## src/rtl/branch_resolve_unit_pkg.sv

```systemverilog
// branch_resolve_unit_pkg: shared word type, branch queue entry and helpers
package branch_resolve_unit_pkg;
  typedef logic [31:0] word_t;
  typedef struct packed {
    word_t pc;
    word_t pred_pc;
  } bq_entry_t;
  localparam word_t PC_STEP  = 32'd4;
  localparam word_t WORD_MAX = 32'hFFFF_FFFF;
  function automatic word_t sat_inc(word_t v, logic en);
    return (en && v != WORD_MAX) ? v + 32'd1 : v;
  endfunction
endpackage

```

## src/rtl/branch_resolve_unit_if.sv

```systemverilog
// branch_resolve_unit_if: fetch, EX resolve, redirect and predictor-update signals
interface branch_resolve_unit_if;
  import branch_resolve_unit_pkg::*;
  logic  fetch_valid;
  word_t fetch_PC;
  word_t fetch_pred_PC;
  logic  q_full;
  logic  ex_valid;
  logic  ex_is_branch;
  logic  ex_taken;
  word_t ex_target;
  logic  redirect;
  word_t redirect_PC;
  logic  upd_wen;
  word_t upd_PC;
  word_t upd_target_PC;
  logic  upd_taken;
  word_t br_count;
  word_t mispredict_count;
  modport master (
    output fetch_valid, fetch_PC, fetch_pred_PC, ex_valid, ex_is_branch, ex_taken, ex_target,
    input  q_full, redirect, redirect_PC, upd_wen, upd_PC, upd_target_PC, upd_taken,
           br_count, mispredict_count
  );
  modport slave (
    input  fetch_valid, fetch_PC, fetch_pred_PC, ex_valid, ex_is_branch, ex_taken, ex_target,
    output q_full, redirect, redirect_PC, upd_wen, upd_PC, upd_target_PC, upd_taken,
           br_count, mispredict_count
  );
endinterface

```

## src/rtl/branch_resolve_unit_branch_queue.sv

```systemverilog
// branch_queue: in-order FIFO of fetched PCs and their predictions; flush beats push
module branch_queue
  import branch_resolve_unit_pkg::*;
#(
  parameter int QDEPTH = 4
) (
  input  logic                     CLK,
  input  logic                     nRST,
  input  logic                     push_i,
  input  logic                     pop_i,
  input  logic                     flush_i,
  input  bq_entry_t                data_i,
  output bq_entry_t                head_o,
  output logic [$clog2(QDEPTH):0]  count_o,
  output logic                     full_o
);
  localparam int PTR_W = $clog2(QDEPTH);
  bq_entry_t        mem_q [QDEPTH];
  logic [PTR_W-1:0] rd_q, rd_d, wr_q, wr_d;
  logic [PTR_W:0]   count_q, count_d;
  logic             push_ok, pop_ok;
  assign full_o  = count_q == (PTR_W+1)'(QDEPTH);
  assign count_o = count_q;
  assign head_o  = mem_q[rd_q];
  // next pointers and occupancy; a flush empties the queue outright
  always_comb begin
    push_ok = push_i && !full_o && !flush_i;
    pop_ok  = pop_i && count_q != '0;
    rd_d    = flush_i ? '0 : rd_q + PTR_W'(pop_ok);
    wr_d    = flush_i ? '0 : wr_q + PTR_W'(push_ok);
    count_d = flush_i ? '0 : count_q + (PTR_W+1)'(push_ok) - (PTR_W+1)'(pop_ok);
  end
  // pointer and count registers
  always_ff @(posedge CLK or negedge nRST) begin
    if (!nRST) begin
      rd_q    <= '0;
      wr_q    <= '0;
      count_q <= '0;
    end else begin
      rd_q    <= rd_d;
      wr_q    <= wr_d;
      count_q <= count_d;
    end
  end
  // entry storage; contents beyond count are don't-care so no reset
  always_ff @(posedge CLK) begin
    if (push_ok) mem_q[wr_q] <= data_i;
  end
endmodule

```

## src/rtl/branch_resolve_unit.sv

```systemverilog
// branch_resolve_unit: checks predictions at EX, issues redirects and predictor updates
module branch_resolve_unit
  import branch_resolve_unit_pkg::*;
#(
  parameter int QDEPTH = 4
) (
  input logic                   CLK,
  input logic                   nRST,
  branch_resolve_unit_if.slave  brif
);
  localparam int PTR_W = $clog2(QDEPTH);
  bq_entry_t      head, fetch_entry;
  logic [PTR_W:0] count;
  logic           full, push, pop, flush_now;
  word_t          actual;
  logic           redirect_q, redirect_d, upd_wen_q, upd_wen_d, upd_taken_q, upd_taken_d;
  word_t          redirect_pc_q, redirect_pc_d, upd_pc_q, upd_pc_d, upd_tgt_q, upd_tgt_d;
  word_t          br_cnt_q, br_cnt_d, mis_cnt_q, mis_cnt_d;
  assign fetch_entry = '{pc: brif.fetch_PC, pred_pc: brif.fetch_pred_PC};
  branch_queue #(.QDEPTH(QDEPTH)) u_queue (
    .CLK     (CLK),
    .nRST    (nRST),
    .push_i  (push),
    .pop_i   (pop),
    .flush_i (flush_now),
    .data_i  (fetch_entry),
    .head_o  (head),
    .count_o (count),
    .full_o  (full)
  );
  // resolve the head against EX, decide push/flush, build the one-cycle output pulses
  always_comb begin
    pop           = brif.ex_valid && count != '0 && !redirect_q;
    actual        = (brif.ex_is_branch && brif.ex_taken) ? brif.ex_target : head.pc + PC_STEP;
    flush_now     = pop && actual != head.pred_pc;
    push          = brif.fetch_valid && !full && !flush_now && !redirect_q;
    redirect_d    = flush_now;
    redirect_pc_d = pop ? actual : '0;
    upd_wen_d     = pop && brif.ex_is_branch;
    upd_pc_d      = pop ? head.pc : '0;
    upd_tgt_d     = pop ? brif.ex_target : '0;
    upd_taken_d   = pop && brif.ex_taken;
    br_cnt_d      = sat_inc(br_cnt_q, pop && brif.ex_is_branch);
    mis_cnt_d     = sat_inc(mis_cnt_q, flush_now);
  end
  // output and statistics registers; reset drops any pending redirect/update
  always_ff @(posedge CLK or negedge nRST) begin
    if (!nRST) begin
      redirect_q    <= 1'b0;
      redirect_pc_q <= '0;
      upd_wen_q     <= 1'b0;
      upd_pc_q      <= '0;
      upd_tgt_q     <= '0;
      upd_taken_q   <= 1'b0;
      br_cnt_q      <= '0;
      mis_cnt_q     <= '0;
    end else begin
      redirect_q    <= redirect_d;
      redirect_pc_q <= redirect_pc_d;
      upd_wen_q     <= upd_wen_d;
      upd_pc_q      <= upd_pc_d;
      upd_tgt_q     <= upd_tgt_d;
      upd_taken_q   <= upd_taken_d;
      br_cnt_q      <= br_cnt_d;
      mis_cnt_q     <= mis_cnt_d;
    end
  end
  assign brif.q_full           = full;
  assign brif.redirect         = redirect_q;
  assign brif.redirect_PC      = redirect_pc_q;
  assign brif.upd_wen          = upd_wen_q;
  assign brif.upd_PC           = upd_pc_q;
  assign brif.upd_target_PC    = upd_tgt_q;
  assign brif.upd_taken        = upd_taken_q;
  assign brif.br_count         = br_cnt_q;
  assign brif.mispredict_count = mis_cnt_q;
endmodule

```

## src/flat_wrapper.sv

```systemverilog
// flat-port wrapper written by rule: the top's interface ports become plain ports
module branch_resolve_unit_flat import branch_resolve_unit_pkg::*;
#(
  parameter int QDEPTH = 4
)
  (CLK, nRST, brif_fetch_valid, brif_fetch_PC, brif_fetch_pred_PC, brif_ex_valid, brif_ex_is_branch, brif_ex_taken, brif_ex_target, brif_q_full, brif_redirect, brif_redirect_PC, brif_upd_wen, brif_upd_PC, brif_upd_target_PC, brif_upd_taken, brif_br_count, brif_mispredict_count);
  branch_resolve_unit_if brif_i ();
  input logic CLK;
  input logic nRST;
  input wire logic [$bits(brif_i.fetch_valid)-1:0] brif_fetch_valid;
  input wire logic [$bits(brif_i.fetch_PC)-1:0] brif_fetch_PC;
  input wire logic [$bits(brif_i.fetch_pred_PC)-1:0] brif_fetch_pred_PC;
  input wire logic [$bits(brif_i.ex_valid)-1:0] brif_ex_valid;
  input wire logic [$bits(brif_i.ex_is_branch)-1:0] brif_ex_is_branch;
  input wire logic [$bits(brif_i.ex_taken)-1:0] brif_ex_taken;
  input wire logic [$bits(brif_i.ex_target)-1:0] brif_ex_target;
  output wire logic [$bits(brif_i.q_full)-1:0] brif_q_full;
  output wire logic [$bits(brif_i.redirect)-1:0] brif_redirect;
  output wire logic [$bits(brif_i.redirect_PC)-1:0] brif_redirect_PC;
  output wire logic [$bits(brif_i.upd_wen)-1:0] brif_upd_wen;
  output wire logic [$bits(brif_i.upd_PC)-1:0] brif_upd_PC;
  output wire logic [$bits(brif_i.upd_target_PC)-1:0] brif_upd_target_PC;
  output wire logic [$bits(brif_i.upd_taken)-1:0] brif_upd_taken;
  output wire logic [$bits(brif_i.br_count)-1:0] brif_br_count;
  output wire logic [$bits(brif_i.mispredict_count)-1:0] brif_mispredict_count;
  assign brif_i.fetch_valid = brif_fetch_valid;
  assign brif_i.fetch_PC = brif_fetch_PC;
  assign brif_i.fetch_pred_PC = brif_fetch_pred_PC;
  assign brif_i.ex_valid = brif_ex_valid;
  assign brif_i.ex_is_branch = brif_ex_is_branch;
  assign brif_i.ex_taken = brif_ex_taken;
  assign brif_i.ex_target = brif_ex_target;
  assign brif_q_full = brif_i.q_full;
  assign brif_redirect = brif_i.redirect;
  assign brif_redirect_PC = brif_i.redirect_PC;
  assign brif_upd_wen = brif_i.upd_wen;
  assign brif_upd_PC = brif_i.upd_PC;
  assign brif_upd_target_PC = brif_i.upd_target_PC;
  assign brif_upd_taken = brif_i.upd_taken;
  assign brif_br_count = brif_i.br_count;
  assign brif_mispredict_count = brif_i.mispredict_count;
  branch_resolve_unit #(.QDEPTH(QDEPTH)) u_core (.CLK(CLK), .nRST(nRST), .brif(brif_i));
endmodule
```

## config.mk

```make
export PLATFORM = sky130hd
export DESIGN_NAME = branch_resolve_unit_flat
export DESIGN_NICKNAME = d
export VERILOG_FILES = /design/src/rtl/branch_resolve_unit_pkg.sv /design/src/rtl/branch_resolve_unit_if.sv /design/src/rtl/branch_resolve_unit_branch_queue.sv /design/src/rtl/branch_resolve_unit.sv /design/src/flat_wrapper.sv
export SDC_FILE = /design/constraint.sdc
export NUM_CORES = 1
export LEC_CHECK = 0
export ABC_AREA = 1
export CORE_MARGIN = 8
export CORE_UTILIZATION = 39
export CTS_BUF_LIST = sky130_fd_sc_hd__clkbuf_4 sky130_fd_sc_hd__clkbuf_8 sky130_fd_sc_hd__clkbuf_16
export CTS_CLUSTER_DIAMETER = 40
export DETAILED_ROUTE_END_ITERATION = 6
export MAX_ROUTING_LAYER = met4
export PLACE_DENSITY = 0.59
export SETUP_SLACK_MARGIN = 0.1
export SYNTH_ARGS = -nofsm -noshare
export SYNTH_HDL_FRONTEND = slang
export SYNTH_SLANG_ARGS = --single-unit
```

## constraint.sdc

```tcl
create_clock -name CLK -period 7.9 [get_ports CLK]
set_input_delay 2.37 -clock CLK [delete_from_list [all_inputs] [get_ports CLK]]
set_output_delay 2.37 -clock CLK [all_outputs]
set_load 0.02 [all_outputs]
```

==> flow_summary_export.csv, run 1 <==
group,metric,value,unit
status,outcome,"finished, final reports clean",
sta,tightest_slew,0.795,ns
floorplanning,start_util,39.5,%
synthesis,yosys_warnings,0,
sta,finalHoldViolCount,0,
critical_path,crit_required,8.43,ns
power_and_ir_drop,max-vdd-ir-drop,0.180,mV
clock_network,cts_buffers,67,
sta,fin_tns_setup,0,ns
grt,grt.busiest_layer,"met2",
critical_path,crit_arrival,6.90,ns
clock_network,cts.root.buffer_cell,"clkbuf_16",
synthesis,syn_avg_cell_area,9.41,sq um
clock_network,clk_path_buf_depth,3,
clock_network,cts.sinks,426,
floorplanning,chipWidth,238,um
synthesis,yosys.area_share.simple,26.7,%
synthesis,yosysUniqueCellTypes,35,
synthesis,async_flop_share,39.9,%
grt,antenna_found_initial,2,
floorplanning,core_area,48800,sq um
grt,overflow,0,
sta,report.final.slew_viol_count,0,
route,viasPerCell,4.97,
synthesis,synth-compound-area-share,2.71,%
finish,layout_commonest_cell,"nand2_1",
clock_network,cts_resized,0,
synthesis,ys_ff_latch,426,
clock_network,path_clk_slew,0.05,ns
clock_network,clk-insertion-delay-late,0.60,ns
clock_network,cts_tree,"done",
floorplanning,die_height,238,um
synthesis,synth_nets,2160,
sta,setup_viol,0,
grt,grt_use_met2,32.8,%
finish,nets,2442,
grt,grt.total_usage,20.9,%
sta,finalCritPeriodShare,80.7,%
synthesis,syn_inst,2050,
grt,grt_start_max_net_pins,81,
power_and_ir_drop,powerDensity,352,nW/um^2
synthesis,synth_flop_cell,"edfxtp_1",
route,avgRoutedWirePerCell,19.1,um
sta,max_slew_margin,47.0,%
sta,period_needed,6.38,ns
route,drc,0,
grt,grtUsageMet3,4.41,%
critical_path,critPathLaunchType,"primary input",
route,vias,15200,
clock_network,cts_setup_buffers,0,
grt,grtUsageMet1,26.9,%
sta,fmax,157,MHz
sta,clock_skew,0.0280,ns
critical_path,critPathCaptureType,"flip-flop",
placed_design,hpwl,41500,um
floorplanning,io_pins,266,
floorplanning,dieArea,56800,sq um
power_and_ir_drop,p_leak,10.7,nW
grt,grt_pass1_wl,88800,um
route,final_antenna_net_count,0,
critical_path,worstSetupPathType,"primary input to flip-flop",
route,wirelength,58300,um
synthesis,synth_xor_area_share,3.00,%
grt,first_global_vias,14800,
floorplanning,row_count,81,
synthesis,synth_edf_count,256,
synthesis,synth_area,19300,sq um
worst_hold_path,hold_depth,1,
finish,area_growth_syn_to_layout,29.0,%
placed_design,port_buffers,265,
sta,rsz0062_at_grt,"false",
critical_path,crit_fanout,34,
synthesis,synth_top_family_by_area,"simple AND/OR/NAND/NOR gates",
clock_network,hold_buffers,0,
finish,final_cell_mix,"nand2_1, clkdlybuf4s50_1, edfxtp_1",
placed_design,place_congestion,0.898,
power_and_ir_drop,power.total,8.75,mW
clock_network,htreeDepth,3,
finish,drive_gt1_share,7.50,%
synthesis,ys_seq_area_share,61.9,%
synthesis,muxShareOfSynthArea,0,%
route,drt_first_pass_iters,5,
route,drt_iter0_markers,1166,
critical_path,rr_worst_depth,34,
worst_hold_path,min_path_type,"flip-flop to flip-flop",
synthesis,synthAdderAreaFrac,0.558,%
job,cap_violations,0,
-- registers in the layout, indices dropped and copies added (netlist names) --
| signal | cells |
|---|---|
| u_core.u_queue.rd_q | 2 |
| u_core.brif.redirect_PC | 32 |
| u_core.brif.mispredict_count | 32 |
| u_core.brif.upd_PC | 32 |
| u_core.brif.upd_wen | 1 |
| u_core.brif.upd_target_PC | 32 |
| u_core.u_queue.mem_q | 256 |
| u_core.u_queue.count_o | 3 |
| u_core.brif.redirect | 1 |
| u_core.brif.br_count | 32 |
| u_core.brif.upd_taken | 1 |
| u_core.u_queue.wr_q | 2 |
-- synthesized netlist by cell type (all sizes together) (2+ instances only) --
cell type,n,area share [%]
a21oi,37,0.96
a32o,2,0.10
a32oi,18,0.82
buf,48,1.6
clkbuf,27,0.53
dfrtp,170,22
edfxtp,256,40
ha,7,0.45
inv,150,2.9
nand2,740,14
nand3,156,4.1
nand3b,11,0.43
nand4,45,1.5
nor2,239,4.8
nor3,28,0.79
nor4,15,0.52
o21ai,22,0.57
o22ai,8,0.26
or2,3,0.097
xnor2,21,0.95
xor2,45,2.0
-- stage by stage --
step / util, % / setup WS (ns) / hold slack, ns / cells / instance area, sq um
after floorplan: - / 0.658 / 0.557 / 2050 / 19300
after global placement: 46.2 / 1.07 / 0.483 / 2927 / 22600
after detailed placement: 46.2 / 1.00 / 0.485 / 2927 / 22600
after CTS: 50.9 / 1.58 / 0.493 / 3050 / 24900
after global routing: 50.9 / 1.19 / 0.521 / 3052 / 24900
final: 50.9 / 1.52 / 0.494 / 3052 / 24900
-- logic make-up after synthesis --
kind of cell | after synthesis
xor gates and xnor gates | 66
adders and majority gates | 8
and+or+nand+nor | 1237
buffers and inverters | 226
AOI/OAI and AO/OA | 87
DFF | 426
-- cell type report --
| class | instances | area [sq um] |
|---|---|---|
| sequential | 426 | 11900 |
| clock buffer | 77 | 1810 |
| timing repair buffer | 288 | 2840 |
| antenna | 2 | 5.00 |
| multi-input combinational | 1398 | 6390 |
| inverter | 151 | 569 |
| clock inverter | 46 | 482 |
| fill | 4491 | 24000 |
| tap | 664 | 831 |
-- worst paths after layout --
| check | from | endpoint | slack (ns) |
|---|---|---|---|
| max | brif_ex_is_branch | u_core.u_queue.count_o[2]$_DFF_PN0_ | 1.52 |
| max in group asynchronous | nRST | u_core.brif.redirect_PC[25]$_DFF_PN0_ | 4.97 |
| min reg2reg | u_core.brif.br_count[30]$_DFFE_PN0P_ | u_core.brif.br_count[30]$_DFFE_PN0P_ | 0.49 |
| min | u_core.brif.br_count[30]$_DFFE_PN0P_ | u_core.brif.br_count[30]$_DFFE_PN0P_ | 0.49 |
| min in group asynchronous | nRST | u_core.brif.br_count[16]$_DFFE_PN0P_ | 1.81 |
| max reg2reg | u_core.u_queue.rd_q[0]$_DFF_PN0_ | u_core.u_queue.count_o[2]$_DFF_PN0_ | 1.92 |
-- worst max-delay path, stage by stage --
cell and delay [ns]:
clkdlybuf4s50_1 0.48, nand2_1 0.35, inv_1 0.14, buf_4 0.36, nand2_1 0.16, nand3_1 0.11, nand2_1 0.05, nor2_1 0.10
nand2_1 0.06, nor2_1 0.08, nand3_1 0.07, nor2_1 0.17, nand3_1 0.15, nor2_1 0.11, nand2_1 0.06, nor2_1 0.14
nand3_2 0.08, buf_4 0.26, nand2_1 0.16, nand2_2 0.18, ha_1 0.34, inv_1 0.05, ha_1 0.13, inv_1 0.05
fa_1 0.38, xor2_1 0.17, nor2_1 0.10
-- layer usage --
layer	wire length, um	share of wire, %	vias up
li1	-	-	7314
met1	26000	45	7288
met2	27300	47	494
met3	3750	6.4	84
met4	1250	2.1	0
met5	0	0	-
-- power breakdown --
group | leakage (nW) | switching [mW] | total, mW | internal [mW]
logic | 5.04 | 2.00 | 2.91 | 0.911
clock network | 1.13 | 1.10 | 2.94 | 1.84
registers | 4.58 | 0.154 | 2.90 | 2.74
total | 10.7 | 3.25 | 8.75 | 5.50
Note: power is estimated with default switching activity, not from simulation.
==> run 2, diff against run 1 <==
Clock period 7.9 ns to 5.95 ns, I/O delays scaled along.
==> run 2 against run 1 <==
Net effect: non-clock buffer count increased by 13; power grew 35%; clock skew decreased by 0.0099 ns; critical path depth rose by 6; clock-buffer cell count decreased by 4; register-to-register slack lost 1.2 ns; via count is 0.74% higher; setup slack worse by 0.76 ns; die area stayed put; largest power group unchanged.
==> flow_summary_export.csv, run 2 (synthesis gave the netlist of run 1 again) <==
group,metric,value,unit
sta,fmax,193,MHz
floorplanning,chipWidth,238,um
sta,setup_viol,0,
sta,clock_skew,0.0181,ns
floorplanning,die_height,238,um
placed_design,hpwl,42700,um
route,vias,15300,
floorplanning,dieArea,56800,sq um
route,avgRoutedWirePerCell,19.3,um
clock_network,path_clk_slew,0.05,ns
critical_path,crit_arrival,5.72,ns
sta,max_slew_margin,45.4,%
status,outcome,"finished, final reports clean",
grt,antenna_found_initial,2,
placed_design,pre_cts_slack,0.243,ns
route,drt_iter0_markers,1123,
finish,drive_gt1_share,8.01,%
grt,grt.total_usage,21.1,%
sta,report.final.slew_viol_count,0,
power_and_ir_drop,p_leak,10.8,nW
finish,layout_commonest_cell,"nand2_1",
critical_path,critPathCaptureType,"flip-flop",
critical_path,max_stage_delay,0.63,ns
clock_network,cts_resized,0,
job,cap_violations,0,
clock_network,cts.sinks,426,
critical_path,crit_path_top_delay_cell,"dfrtp_4",
critical_path,cpMostUsedCell,"nand2_1",
grt,first_global_vias,15000,
clock_network,htreeDepth,3,
placed_design,dp_cells,2940,
route,drt_first_pass_iters,5,
critical_path,crit_fanout,31,
finish,stdcell_count,3065,
route,wirelength,59100,um
critical_path,worstSetupPathType,"flip-flop to flip-flop",
critical_path,crit_required,6.48,ns
sta,fin_ws,0.763,ns
critical_path,critPathLaunchType,"flip-flop",
route,drc,0,
floorplanning,core_area,48800,sq um
clock_network,clk-insertion-delay-late,0.60,ns
placed_design,port_buffers,265,
clock_network,cts.root.buffer_cell,"clkbuf_16",
sta,finalCritPeriodShare,87.2,%
power_and_ir_drop,max-vdd-ir-drop,0.234,mV
finish,largest_register_ffs,256,
clock_network,cts_setup_buffers,0,
clock_network,clk_path_buf_depth,3,
route,viasPerCell,4.99,
finish,top_register,"u_core.u_queue.mem_q",
sta,tightest_slew,0.819,ns
floorplanning,io_pins,266,
power_and_ir_drop,powerDensity,471,nW/um^2
placed_design,place_congestion,0.910,
finish,area_growth_syn_to_layout,30.4,%
sta,period_needed,5.19,ns
clock_network,cts_tree,"done",
route,final_antenna_net_count,0,
finish,nets,2454,
grt,overflow,0,
worst_hold_path,min_path_type,"flip-flop to flip-flop",
sta,finalHoldViolCount,0,
finish,final_cell_mix,"nand2_1, clkdlybuf4s50_1, edfxtp_1",
grt,grt_pass1_wl,89300,um
grt,grt_start_max_net_pins,95,
clock_network,hold_buffers,0,
clock_network,cts_buffers,66,
sta,rsz0062_at_grt,"false",
floorplanning,start_util,39.5,%
floorplanning,row_count,81,
==> run 2: cell types whose count changed in the layout (fill, tap and decap cells not counted), moves of 2 or more <==
cell | previous run | this run
buf_12 | 1 | 8
clkinvlp_4 | 5 | 12
bufinv_16 | 5 | 9
clkbuf_4 | 5 | 2
clkinv_2 | 11 | 7
inv_4 | 3 | 0
inv_8 | 3 | 1
buf_4 | 22 | 28
==> run 2: area by class of cell <==
| cell class | instances | area [sq um] |
|---|---|---|
| fillers | 4473 | 23700 |
| flip-flops and latches | 426 | 11900 |
| multi-input cells | 1398 | 6390 |
| repair buffers | 301 | 3030 |
| clock buffers | 73 | 1760 |
| well taps | 664 | 831 |
| clock inverters | 49 | 614 |
| inverters | 151 | 569 |
| diodes | 3 | 7.51 |
==> run 2: final timing paths <==
kind                       depth (start not counted)                                         start                                      endpoint  slack (ns)
setup / recovery                                  33              u_core.u_queue.rd_q[0]$_DFF_PN0_           u_core.u_queue.count_o[2]$_DFF_PN0_        0.76
hold / removal                                     2  u_core.brif.mispredict_count[31]$_DFFE_PN0P_  u_core.brif.mispredict_count[31]$_DFFE_PN0P_        0.51
setup reg to reg                                  33              u_core.u_queue.rd_q[0]$_DFF_PN0_           u_core.u_queue.count_o[2]$_DFF_PN0_        0.76
hold reg to reg                                    2  u_core.brif.mispredict_count[31]$_DFFE_PN0P_  u_core.brif.mispredict_count[31]$_DFFE_PN0P_        0.51
max in group asynchronous                          2                                          nRST         u_core.brif.redirect_PC[18]$_DFF_PN0_        3.53
min in group asynchronous                          1                                          nRST          u_core.brif.br_count[18]$_DFFE_PN0P_        1.27
==> run 2: through the flow <==
stage / util (%) / power, mW / setup TNS, ns / area [sq um] / hold WS (ns)
2_1_floorplan: - / 6.23 / -181.04 / 19300 / 0.557
6_report: 51.5 / 11.8 / 0 / 25100 / 0.511
5_1_grt: 51.5 / 12.5 / 0 / 25100 / 0.528
3_5_place_dp: 46.6 / 7.86 / 0 / 22800 / 0.482
4_1_cts: 51.5 / 11.9 / 0 / 25100 / 0.507
3_3_place_gp: 46.6 / 7.82 / 0 / 22800 / 0.482
==> run 2: routing by layer <==
metal / vias to the layer above / wire length, um / GRT usage (%) / share of wire (%)
met4: 0 / 1180 / 6.01 / 2.0
met1: 7344 / 26200 / 27.1 / 44
li1: 7365 / - / - / -
met2: 509 / 27800 / 33.3 / 47
met5: - / 0 / - / 0
met3: 75 / 3990 / 4.86 / 6.8
==> run 2: critical path, delay by kind of cell, from the launching register on <==
family / cells / cell delay, ns
compound gates: 1 / 0.11
xor+xnor: 1 / 0.17
fa+ha+maj: 4 / 1.15
buf+inv: 7 / 0.92
flops: 1 / 0.63
simple gates: 20 / 2.10
==> run 2: where the power goes <==
part | internal, mW | switching [mW] | leakage (nW) | total [mW]
Sequential | 3.64 | 0.199 | 4.58 | 3.84
Combinational | 1.27 | 2.69 | 5.12 | 3.96
Clock | 2.57 | 1.46 | 1.13 | 4.03
Total | 7.49 | 4.35 | 10.8 | 11.8
==> run 3, diff against run 2 <==
Settings changed: CORE_MARGIN 8 to 4.
==> run 3 against run 2 <==
Net effect: non-clock buffer count decreased by 5; global-route usage increased by 1.4 points; sequential share of layout area about the same; die area decreased by 6.6%; via count increased by 0.44%.
==> flow_summary_export.csv, run 3 (synthesis gave the netlist of run 1 again) <==
group,metric,value,unit
placed_design,port_buffers,265,
critical_path,max_stage_delay,0.50,ns
sta,tightest_slew,0.894,ns
power_and_ir_drop,max-vdd-ir-drop,0.316,mV
sta,max_slew_margin,40.4,%
clock_network,cts_setup_buffers,0,
critical_path,ff2ff_setup_slack,0.83,ns
clock_network,clk-insertion-delay-late,0.60,ns
clock_network,cts.sinks,426,
route,drt_first_pass_iters,5,
grt,grt_start_max_net_pins,102,
floorplanning,die_height,230,um
grt,grt.total_usage,22.5,%
power_and_ir_drop,switching_share,37.0,%
route,wirelength,58400,um
power_and_ir_drop,power.total,11.9,mW
finish,nets,2454,
grt,first_global_vias,15100,
status,outcome,"finished, final reports clean",
placed_design,place_congestion,0.942,
critical_path,path_cells,"clkdlybuf4s50_1 > nand2_1 > inv_1 > buf_4 > nand2_1 > nand3_1 > nand3_1 > nor2_1 > nand3_1 > nor2_1 > nand2_1 > nor2_1 > nand3_2 > nand2_1 > nand2_2 > ha_1 > inv_1 > ha_1 > inv_1 > fa_1 > xor2_1 > nor2_1",
placed_design,pre_cts_slack,0.177,ns
critical_path,worstSetupPathType,"primary input to flip-flop",
sta,rsz0062_at_grt,"false",
route,drt_iter0_markers,1059,
critical_path,worstReg2RegStart,"u_core.u_queue.rd_q[0]$_DFF_PN0_",
finish,fillCellCount,4423,
placed_design,place_area,22700,sq um
route,avgRoutedWirePerCell,19.0,um
worst_hold_path,min_path_type,"flip-flop to flip-flop",
grt,overflow,0,
finish,final_cell_mix,"nand2_1, clkdlybuf4s50_1, edfxtp_1",
power_and_ir_drop,powerDensity,472,nW/um^2
critical_path,worstReg2RegEnd,"u_core.u_queue.count_o[2]$_DFF_PN0_",
clock_network,cts_tree,"done",
finish,final_area,25100,sq um
sta,period_needed,5.22,ns
clock_network,hold_buffers,0,
finish,top_register,"u_core.u_queue.mem_q",
route,vias,15400,
power_and_ir_drop,p_leak,10.8,nW
floorplanning,chipWidth,230,um
sta,fin_ws,0.733,ns
clock_network,cts_buffers,71,
sta,setup_viol,0,
power_and_ir_drop,p_int,7.47,mW
sta,finalHoldViolCount,0,
power_and_ir_drop,netSwitchingPower,4.39,mW
route,drc,0,
route,viasPerCell,5.01,
critical_path,crit_buf_inv,5,
floorplanning,row_count,81,
critical_path,crit_path_top_delay_cell,"clkdlybuf4s50_1",
critical_path,crit_arrival,5.74,ns
finish,layout_commonest_cell,"nand2_1",
power_and_ir_drop,comb_power_share,33.3,%
critical_path,crit_fanout,24,
clock_network,clk_path_buf_depth,3,
floorplanning,start_util,39.4,%
floorplanning,core_area,49000,sq um
sta,finalCritPeriodShare,87.7,%
floorplanning,io_pins,266,
clock_network,path_clk_slew,0.05,ns
finish,largest_register_ffs,256,
critical_path,crit_required,6.47,ns
critical_path,crit_path_start,"brif_ex_is_branch",
sta,clock_skew,0.0193,ns
sta,report.final.slew_viol_count,0,
grt,antenna_found_initial,3,
finish,drive_gt1_share,8.04,%
critical_path,rr_worst_depth,30,
floorplanning,dieArea,53100,sq um
grt,grt_pass1_wl,89300,um
finish,area_growth_syn_to_layout,30.3,%
critical_path,worst-path-stages,22,
power_and_ir_drop,clkPwrFrac,34.4,%
critical_path,crit_end,"u_core.u_queue.count_o[2]$_DFF_PN0_",
placed_design,hpwl,41700,um
critical_path,critPathLaunchType,"primary input",
power_and_ir_drop,seqPwrFrac,32.3,%
clock_network,htreeDepth,3,
clock_network,cts_resized,0,
critical_path,critPathCaptureType,"flip-flop",
critical_path,cpLargestDelayFamily,"simple AND/OR/NAND/NOR gates",
job,cap_violations,0,
route,final_antenna_net_count,0,
clock_network,cts.root.buffer_cell,"clkbuf_16",
sta,fmax,192,MHz
run 3: cell types whose count changed in the layout (fill, tap and decap cells not counted), sizes merged:
| cell | delta |
|---|---|
| buf | -5 |
| bufinv | -4 |
| clkbuf | +12 |
| clkinvlp | -3 |
| inv | +2 |
run 3: cell type report:
class / instances / area, sq um / area share [%]
Clock buffer: 85 / 1920 / 7.66
Sequential cell: 426 / 11900 / 47.5
Inverter: 151 / 569 / 2.27
Clock inverter: 44 / 488 / 1.94
Multi-Input combinational cell: 1398 / 6390 / 25.4
Timing Repair Buffer: 296 / 2960 / 11.8
Antenna cell: 3 / 7.51 / 0.0299
Tap cell: 664 / 831 / 3.31
run 3: routing by layer:
metal | up-vias | wire length, um | GRT usage (%)
met4 | 0 | 1330 | 6.41
li1 | 7372 | - | -
met2 | 472 | 27500 | 35.0
met5 | - | 0 | -
met1 | 7418 | 25600 | 29.7
met3 | 99 | 4020 | 5.37
run 3: tightest hold or removal path: stages, from the launching register on:
cell	delay [ns]
dfrtp_1	0.36
nand2_1	0.06
nand2_1	0.05
run 3: worst min path at each step:
stage                                                            start                                      endpoint  slack [ns]  cells after the start
final                     u_core.brif.mispredict_count[31]$_DFFE_PN0P_  u_core.brif.mispredict_count[31]$_DFFE_PN0P_        0.50                      2
after global routing              u_core.brif.br_count[31]$_DFFE_PN0P_          u_core.brif.br_count[31]$_DFFE_PN0P_        0.51                      1
after CTS                         u_core.brif.br_count[31]$_DFFE_PN0P_          u_core.brif.br_count[31]$_DFFE_PN0P_        0.51                      1
after detailed placement          u_core.brif.br_count[31]$_DFFE_PN0P_          u_core.brif.br_count[31]$_DFFE_PN0P_        0.50                      1
after global placement    u_core.brif.mispredict_count[31]$_DFFE_PN0P_  u_core.brif.mispredict_count[31]$_DFFE_PN0P_        0.48                      2
after floorplan                       u_core.u_queue.wr_q[1]$_DFF_PN0_              u_core.u_queue.wr_q[1]$_DFF_PN0_        0.56                      2
run 3: metrics by stage:
stage	hold WS, ns	std cells	utilization (%)	TNS [ns]
detailed placement	0.499	2935	46.4	0
global route	0.514	3067	51.3	0
floorplan	0.557	2050	-	-181.04
global placement	0.480	2935	46.4	0
finish	0.505	3067	51.3	0
CTS	0.509	3064	51.3	0
run 3: power groups by stage:
| stage | clock, mW | combinational, mW | sequential, mW |
|---|---|---|---|
| 2_1_floorplan | 0 | 2.06 | 4.17 |
| 3_3_place_gp | 0 | 3.93 | 3.87 |
| 3_5_place_dp | 0 | 3.95 | 3.88 |
| 4_1_cts | 4.15 | 3.98 | 3.83 |
| 5_1_grt | 4.29 | 4.36 | 3.87 |
| 6_report | 4.07 | 3.95 | 3.83 |
